## src/rtl/keypad_access_ctrl_if.sv

```systemverilog
// Keypad-to-lock bundle: key strobes in, lock request and status out.
// The master side drives keys; the slave side is the access controller.
interface keypad_access_ctrl_if;
  logic       key_valid;
  logic [3:0] key_code;
  logic       lock_req;
  logic       unlocked;
  logic       lockout;
  logic [3:0] digit_count;
  logic [3:0] fail_count;

  modport master (
    output key_valid, key_code,
    input  lock_req, unlocked, lockout,
    input  digit_count, fail_count
  );

  modport slave (
    input  key_valid, key_code,
    output lock_req, unlocked, lockout,
    output digit_count, fail_count
  );
endinterface

```

## src/rtl/keypad_access_ctrl.sv

```systemverilog
// PIN-entry controller: collects BCD digits, checks them against PIN,
// opens the lock for a timed window and locks out after repeated failures.
module keypad_access_ctrl #(
  parameter int unsigned CODE_LEN       = 4,
  parameter logic [4*CODE_LEN-1:0] PIN  = 16'h1234,
  parameter int unsigned UNLOCK_CYCLES  = 50_000_000,
  parameter int unsigned MAX_FAILS      = 3,
  parameter int unsigned LOCKOUT_CYCLES = 250_000_000
) (
  input logic                clk,
  input logic                reset,
  keypad_access_ctrl_if.slave bus
);

  localparam int unsigned BW   = 4 * CODE_LEN;
  localparam int unsigned TMAX =
    (UNLOCK_CYCLES > LOCKOUT_CYCLES) ? UNLOCK_CYCLES : LOCKOUT_CYCLES;
  localparam int unsigned TW   = $clog2(TMAX + 1);
  localparam logic [3:0]  CL   = 4'(CODE_LEN);
  localparam logic [3:0]  MF   = 4'(MAX_FAILS);

  typedef enum logic [1:0] {
    IDLE,
    CHECK,
    UNLOCKED,
    LOCKOUT
  } state_t;

  state_t          state_q, state_d;
  logic [BW-1:0]   buf_q, buf_d;
  logic [3:0]      dcnt_q, dcnt_d;
  logic [3:0]      fail_q, fail_d;
  logic            ovf_q, ovf_d;
  logic [TW-1:0]   tmr_q, tmr_d;
  logic            lock_q, unl_q, lo_q;

  logic is_dig, is_clr, is_ent, match;

  assign is_dig = bus.key_valid && (bus.key_code <= 4'd9);
  assign is_clr = bus.key_valid && (bus.key_code == 4'hA);
  assign is_ent = bus.key_valid && (bus.key_code == 4'hB);
  assign match  = (dcnt_q == CL) && !ovf_q && (buf_q == PIN);

  // Next-state and datapath decisions for entry, check, window and lockout
  always_comb begin
    state_d = state_q;
    buf_d   = buf_q;
    dcnt_d  = dcnt_q;
    fail_d  = fail_q;
    ovf_d   = ovf_q;
    tmr_d   = tmr_q;
    unique case (state_q)
      IDLE: begin
        unique case (1'b1)
          is_dig: begin
            if (dcnt_q < CL) begin
              buf_d  = (buf_q << 4) | BW'(bus.key_code);
              dcnt_d = dcnt_q + 4'd1;
            end else begin
              ovf_d  = 1'b1;
            end
          end
          is_clr: begin
            buf_d  = '0;
            dcnt_d = '0;
            ovf_d  = 1'b0;
          end
          is_ent:  state_d = CHECK;
          default: ;
        endcase
      end
      CHECK: begin
        buf_d  = '0;
        dcnt_d = '0;
        ovf_d  = 1'b0;
        if (match) begin
          state_d = UNLOCKED;
          fail_d  = '0;
          tmr_d   = TW'(UNLOCK_CYCLES - 1);
        end else if (fail_q + 4'd1 < MF) begin
          state_d = IDLE;
          fail_d  = fail_q + 4'd1;
        end else begin
          state_d = LOCKOUT;
          fail_d  = MF;
          tmr_d   = TW'(LOCKOUT_CYCLES - 1);
        end
      end
      UNLOCKED: begin
        if (is_ent || tmr_q == '0) begin
          state_d = IDLE;
        end else begin
          tmr_d = tmr_q - TW'(1);
        end
      end
      LOCKOUT: begin
        if (tmr_q == '0) begin
          state_d = IDLE;
          fail_d  = '0;
        end else begin
          tmr_d = tmr_q - TW'(1);
        end
      end
      default: state_d = IDLE;
    endcase
  end

  // State registers; status outputs are decoded from the next state
  // so they change on the same edge as the state itself
  always_ff @(posedge clk) begin
    if (reset) begin
      state_q <= IDLE;
      buf_q   <= '0;
      dcnt_q  <= '0;
      fail_q  <= '0;
      ovf_q   <= 1'b0;
      tmr_q   <= '0;
      lock_q  <= 1'b1;
      unl_q   <= 1'b0;
      lo_q    <= 1'b0;
    end else begin
      state_q <= state_d;
      buf_q   <= buf_d;
      dcnt_q  <= dcnt_d;
      fail_q  <= fail_d;
      ovf_q   <= ovf_d;
      tmr_q   <= tmr_d;
      lock_q  <= (state_d != UNLOCKED);
      unl_q   <= (state_d == UNLOCKED);
      lo_q    <= (state_d == LOCKOUT);
    end
  end

  assign bus.lock_req    = lock_q;
  assign bus.unlocked    = unl_q;
  assign bus.lockout     = lo_q;
  assign bus.digit_count = dcnt_q;
  assign bus.fail_count  = fail_q;

endmodule
```

## src/flat_wrapper.sv

```systemverilog
// flat-port wrapper written by rule: the top's interface ports become plain ports
module keypad_access_ctrl_flat 
#(
  parameter int unsigned CODE_LEN       = 4,
  parameter logic [4*CODE_LEN-1:0] PIN  = 16'h1234,
  parameter int unsigned UNLOCK_CYCLES  = 50_000_000,
  parameter int unsigned MAX_FAILS      = 3,
  parameter int unsigned LOCKOUT_CYCLES = 250_000_000
)
  (clk, reset, bus_key_valid, bus_key_code, bus_lock_req, bus_unlocked, bus_lockout, bus_digit_count, bus_fail_count);
  keypad_access_ctrl_if bus_i ();
  input logic clk;
  input logic reset;
  input wire logic [$bits(bus_i.key_valid)-1:0] bus_key_valid;
  input wire logic [$bits(bus_i.key_code)-1:0] bus_key_code;
  output wire logic [$bits(bus_i.lock_req)-1:0] bus_lock_req;
  output wire logic [$bits(bus_i.unlocked)-1:0] bus_unlocked;
  output wire logic [$bits(bus_i.lockout)-1:0] bus_lockout;
  output wire logic [$bits(bus_i.digit_count)-1:0] bus_digit_count;
  output wire logic [$bits(bus_i.fail_count)-1:0] bus_fail_count;
  assign bus_i.key_valid = bus_key_valid;
  assign bus_i.key_code = bus_key_code;
  assign bus_lock_req = bus_i.lock_req;
  assign bus_unlocked = bus_i.unlocked;
  assign bus_lockout = bus_i.lockout;
  assign bus_digit_count = bus_i.digit_count;
  assign bus_fail_count = bus_i.fail_count;
  keypad_access_ctrl #(.CODE_LEN(CODE_LEN), .PIN(PIN), .UNLOCK_CYCLES(UNLOCK_CYCLES), .MAX_FAILS(MAX_FAILS), .LOCKOUT_CYCLES(LOCKOUT_CYCLES)) u_core (.clk(clk), .reset(reset), .bus(bus_i));
endmodule
```

## config.mk

```make
export PLATFORM = sky130hd
export DESIGN_NAME = keypad_access_ctrl_flat
export DESIGN_NICKNAME = d
export VERILOG_FILES = /design/src/rtl/keypad_access_ctrl_if.sv /design/src/rtl/keypad_access_ctrl.sv /design/src/flat_wrapper.sv
export SDC_FILE = /design/constraint.sdc
export NUM_CORES = 1
export LEC_CHECK = 0
export ABC_AREA = 1
export BUFFER_PORTS_ARGS = -buffer_cell sky130_fd_sc_hd__buf_4
export CORE_UTILIZATION = 45
export CTS_CLUSTER_SIZE = 24
export DETAILED_ROUTE_END_ITERATION = 8
export PLACE_DENSITY = 0.72
export SKIP_CTS_REPAIR_TIMING = 1
export SYNTH_ARGS = -nofsm -noshare
export SYNTH_HDL_FRONTEND = slang
export SYNTH_SLANG_ARGS = --single-unit
```

## constraint.sdc

```tcl
create_clock -name clk -period 3.3 [get_ports clk]
set_input_delay 0.165 -clock clk [delete_from_list [all_inputs] [get_ports clk]]
set_output_delay 0.165 -clock clk [all_outputs]
set_load 0.005 [all_outputs]
```

# Word level (Yosys, flattened, before mapping)
# Index checks and enable logic that the tools add are counted.
dict set report classes {
  addsub 3
  magnitude_cmp 3
  n_eq_ne 17
  n_mux 24
  bitwise_logic 1
  reduce_logical 16
}
# op count
set op_table {}
lappend op_table {{$mux W28} 4}
lappend op_table {{$pmux W28 S3} 1}
lappend op_table {{$pmux W16 S2} 2}
lappend op_table {{$logic_not A28 Y1} 1}
lappend op_table {{$sub A28 B1 Y28 const B} 1}
lappend op_table {{$pmux W4 S2} 3}
lappend op_table {{$eq A16 B13 Y1 const B} 1}
lappend op_table {{$mux W16} 1}
lappend op_table {{$mux W4} 4}
lappend op_table {{$or A16 B4 Y16} 1}
lappend op_table {{$mux W2} 5}
lappend op_table {{$add A4 B1 Y4 const B} 2}
lappend op_table {{$eq A2 B2 Y1 const B} 4}
lappend op_table {{$eq A4 B4 Y1 const B} 2}
lappend op_table {{$pmux W2 S4} 1}
lappend op_table {{$ne A2 B2 Y1 const B} 3}
lappend op_table {{$ne A3 B3 Y1 const B} 2}
lappend op_table {{$reduce_and A3 Y1} 2}
lappend op_table {{$logic_and A1 B1 Y1} 5}
lappend op_table {{$eq A4 B3 Y1 const B} 1}
lappend op_table {{$le A4 B4 Y1 const B} 1}
lappend op_table {{$lt A4 B2 Y1 const B} 1}
lappend op_table {{$lt A4 B3 Y1 const B} 1}
lappend op_table {{$pmux W1 S2} 2}
lappend op_table {{12 further kinds} 13}
dict set report word_totals {
  ff_bits 58
  in_bits 7
  out_inout_bits 11
  word_cells 73
}

# Depth between registers and ports, before layout
dict set report logic_depth {
  depth_word 6
  ltp_mapped 13
  ltp_nobuf 12
}

# Least setup slack after synthesis
# OpenSTA, ideal clock, no wires.
dict set report synth_timing {
  path_type {reg2reg}
  from {reg u_core.tmr_q[0]}
  to {reg u_core.tmr_q[12]}
  setup_ns 0.132
  t_arrival_ns 1.556
  required_time_ns 3.168
  setup_slack_ns 1.612
  stages_incl_launch_ff 12
  n_path_buf 2
  synth_period_minus_slack_ns 1.688
  path_cell_list {dfxtp_1 > inv_1 > ha_1 > nand2_2 > nor2_4 > nand4_2 > o21ai_4 > nand2_4 > buf_6 > buf_6 > nand2_1 > a21oi_1}
}
dict set report synth_via {
  elab_chain_cells 4
  elab_cells_between_ends 9
  classes_between {add/sub: 1; eq/ne: 2; mux: 3; reduce/logical: 3}
}
# element line_no
set synth_lines {}
lappend synth_lines {{start: declaration} keypad_access_ctrl.sv:34} ;# logic [TW-1:0] tmr_q, tmr_d;
lappend synth_lines {{start signal: assignment} keypad_access_ctrl.sv:127} ;# tmr_q <= tmr_d;
lappend synth_lines {{parallel branches: the longest is 4 deep, another holds $sub A28 B1 Y28} --}
# Several ways; the timed one is not identified. The select of a mux whose other input is x is not followed.
# A chain may end at the register's enable or synchronous reset.

# Worst setup path in the final report
dict set report layout_timing {
  from {reg u_core.state_q[1]}
  to {reg u_core.tmr_q[0]}
}
dict set report layout_via {
  elab_chain_cells 3
  elab_cells_between_ends 9
  classes_between {eq/ne: 6; mux: 1; reduce/logical: 2}
}
# element line_no
set layout_lines {}
lappend layout_lines {{start: declaration} keypad_access_ctrl.sv:29} ;# state_t state_q, state_d;
lappend layout_lines {{start signal: assignment} keypad_access_ctrl.sv:122} ;# state_q <= state_d;
lappend layout_lines {{$eq A2 B1 Y1 or $eq A2 B2 Y1 (tied branches)} keypad_access_ctrl.sv:52} ;# unique case (state_q)
lappend layout_lines {{$ne A3 B2 Y1 (no line) (tied with other cells)} --}
lappend layout_lines {{$reduce_and A4 Y1 (no line)} --}
# Several ways; a longest one is shown, not always the timed one.

==> impl_metrics.tcl <==
set metrics [dict create \
    grt_use_total_pct 23.15 \
    insertion_delay_ns 0.35 \
    vdd_drop_max_uv 266.3 \
    synthDominantCellAreaShare_pct 34.80 \
    cts_tree "done" \
    drive_gt1_share_pct 10.05 \
    top_level_ports 18 \
    synth-seq-cells 58 \
    fmax_mhz 437.6 \
    crit_top_cell "nand2_1" \
    die_area_mm2 0.007763 \
    cp.required_ns 3.58 \
    path_cells "inv_1, a21oi_1, o21ai_4, nand2_4, nand2_1, nand2_1, nor2_1" \
    setup_viol 0 \
    hold_viol_final 0 \
    worst_slew_pin_slew_ns 0.8469 \
    die_width_um 88.11 \
    p_leak_nw 1.786 \
    grt_pass1_vias 2994 \
    fin_util_pct 51.11 \
    rsz0062_at_grt "no" \
    finalMaxSlewViolations 0 \
    cp.arrival_ns 2.56 \
    wl_um 8056 \
    synth_common_cells "nand2_1 (136), nor2_1 (91), nand3_1 (72)" \
    vias 3377 \
    syn_area_mm2 0.003337 \
    ys.flop_type "dfxtp_1" \
    core-area_mm2 0.007214 \
    fin_crit_sh_pct 69.24 \
    grt_pass1_wl_um 13900 \
    overflow 0 \
    firstDrtPassIters 5 \
    antenna_found_initial 0 \
    die_h_um 88.11 \
    fin_worst_skew_ns 0.01224 \
    reg2reg_to "u_core.tmr_q[0]" \
    diodes 0 \
    start_kind "register" \
    yosysTopAreaCell "dfxtp_1" \
    hold_class "in2reg" \
    seq_area_frac_synth_pct 34.80 \
    cpPeakStageDelay_ns 0.60 \
    synthTopCellsByArea "dfxtp_1 (35%), nand2_1 (15%), nand3_1 (11%), nor2_1 (10%), inv_1 (5.7%)" \
    path_clk_slew_ns 0.08 \
    start_util_pct 46.25 \
    syn_avg_cell_area_um2 6.272 \
    asyncSetResetFlopFracSynth_pct 0 \
    clock-sinks 58 \
    maxCapViolCount 0 \
    cts_buffer_depth 2 \
    min_period_ns 2.285 \
    rrSetupSlack_ns 1.01 \
    h-tree-depth 3 \
    slew_headroom_pct 43.16 \
    fin_tns_setup_ns 0 \
    gp_congestion 0.8911 \
    worstSetupPathType "reg2reg" \
    nets 554 \
    root_buffer "clkbuf_8" \
    wl_per_cell_um 12.47 \
    hpwl_um 5658 \
    synth_edf_count 0 \
    ys.warnings.count 0 \
    p_per_area_mw_per_mm2 405.1 \
    syn_inst 532 \
    cpMaxStageDelayCell "o21ai_4" \
    grt_max_degree 37 \
    path_max_fanout 29 \
    syn-num-nets 544 \
    reg2reg_depth 7 \
    crit_path_end "u_core.tmr_q[0]" \
    yosysUniqueCellTypes 30 \
    cts_buffers 9 \
    drc 0 \
    synth.most_common_cell "nand2_1" \
    drt-initial-drc-count 206 \
    vias_per_cell 5.228 \
    worstReg2RegStart "u_core.state_q[1]" \
    portBuffers 17 \
    status "completed" \
    critPathCaptureType "register" \
    crit_start "u_core.state_q[1]" \
    synthToLayoutAreaGrowth_pct 10.50 \
    row_count 31 \
    ant_nets 0 \
]
registers in the layout, summed over array words and instances (netlist names):
name,count
u_core.buf_q,16
u_core.bus.digit_count,4
u_core.bus.fail_count,4
u_core.bus.lock_req,1
u_core.bus.lockout,1
u_core.bus.unlocked,1
u_core.ovf_q,1
u_core.state_q,2
u_core.tmr_q,28
through the flow:
stage / worst slack (ns) / hold WS, ns / total power [mW] / instances / cell area (um^2)
after floorplan: 1.612 / 0.3250 / 0.8043 / 532 / 3337
after global placement: 1.095 / 0.4431 / 0.8280 / 630 / 3485
after detailed placement: 1.023 / 0.4481 / 0.8304 / 630 / 3485
after CTS: 1.027 / 0.08255 / 1.511 / 646 / 3687
after global routing: 0.7880 / 0.09717 / 1.565 / 646 / 3687
final: 1.015 / 0.09203 / 1.494 / 646 / 3687
per-layer routing:
metal  vias up  global-route usage, %  part of all wire [%]
met4         0                  11.00                   2.2
met1      1531                  30.26                    46
li1       1731                      -                     -
met3        15                  3.487                   5.6
met5         -                      0                     0
met2       100                  37.49                    46
where the power goes:
group	switching (mW)	total, mW	leakage, nW	internal [mW]
logic	0.0542	0.0845	1.22	0.0302
registers	0.0117	0.730	0.470	0.718
clock network	0.326	0.679	0.0921	0.353
total	0.392	1.49	1.79	1.10
cell families after synthesis:
kind of cell	count (synthesis)	share of synthesized area, %
AOI/OAI and AO/OA	55	8.699
xor gates and xnor gates	5	1.313
adders and majority gates	5	1.875
buffers and inverters	72	9.298
DFF	58	34.80
and+or+nand+nor	337	44.02
worst max-delay path: cells and delay by family (launching register included):
kind            cells  cell delay (ns)
compound gates      2             0.76
simple gates        4             0.68
flops               1             0.42
buf+inv             1             0.35
worst min-delay path by stage:
stage | startpoint | end | depth (start not counted)
6_report | bus_key_code[1] | u_core.buf_q[1] | 3
5_1_grt | bus_key_code[1] | u_core.buf_q[1] | 3
4_1_cts | bus_key_code[1] | u_core.buf_q[1] | 3
3_5_place_dp | u_core.ovf_q | u_core.ovf_q | 2
3_3_place_gp | u_core.ovf_q | u_core.ovf_q | 2
2_1_floorplan | bus_key_code[0] | u_core.buf_q[0] | 2
placed cells by master (no fill, tap or decap), types with 3 or more instances in the layout:
cell and count:
or2_2 8, nor2_1 91, inv_1 51, nor3_1 4, dfxtp_1 58, nand3_1 72, ha_1 5, clkinvlp_4 3
clkbuf_8 9, nor2_2 5, xor2_1 3, a21oi_1 34, nand2_1 136, o21ai_0 18, buf_4 18, nand3b_1 3
nand4_1 12
cell type report:
cell class	instances	area [um^2]
Sequential cell	58	1161
Clock inverter	7	78.83
Timing Repair Buffer	18	135.1
Clock buffer	9	123.9
Multi-Input combinational cell	402	1866
Fill cell	760	3527
Tap cell	99	123.9
Inverter	53	198.9
No activity file was read; power rests on OpenSTA's default activity.
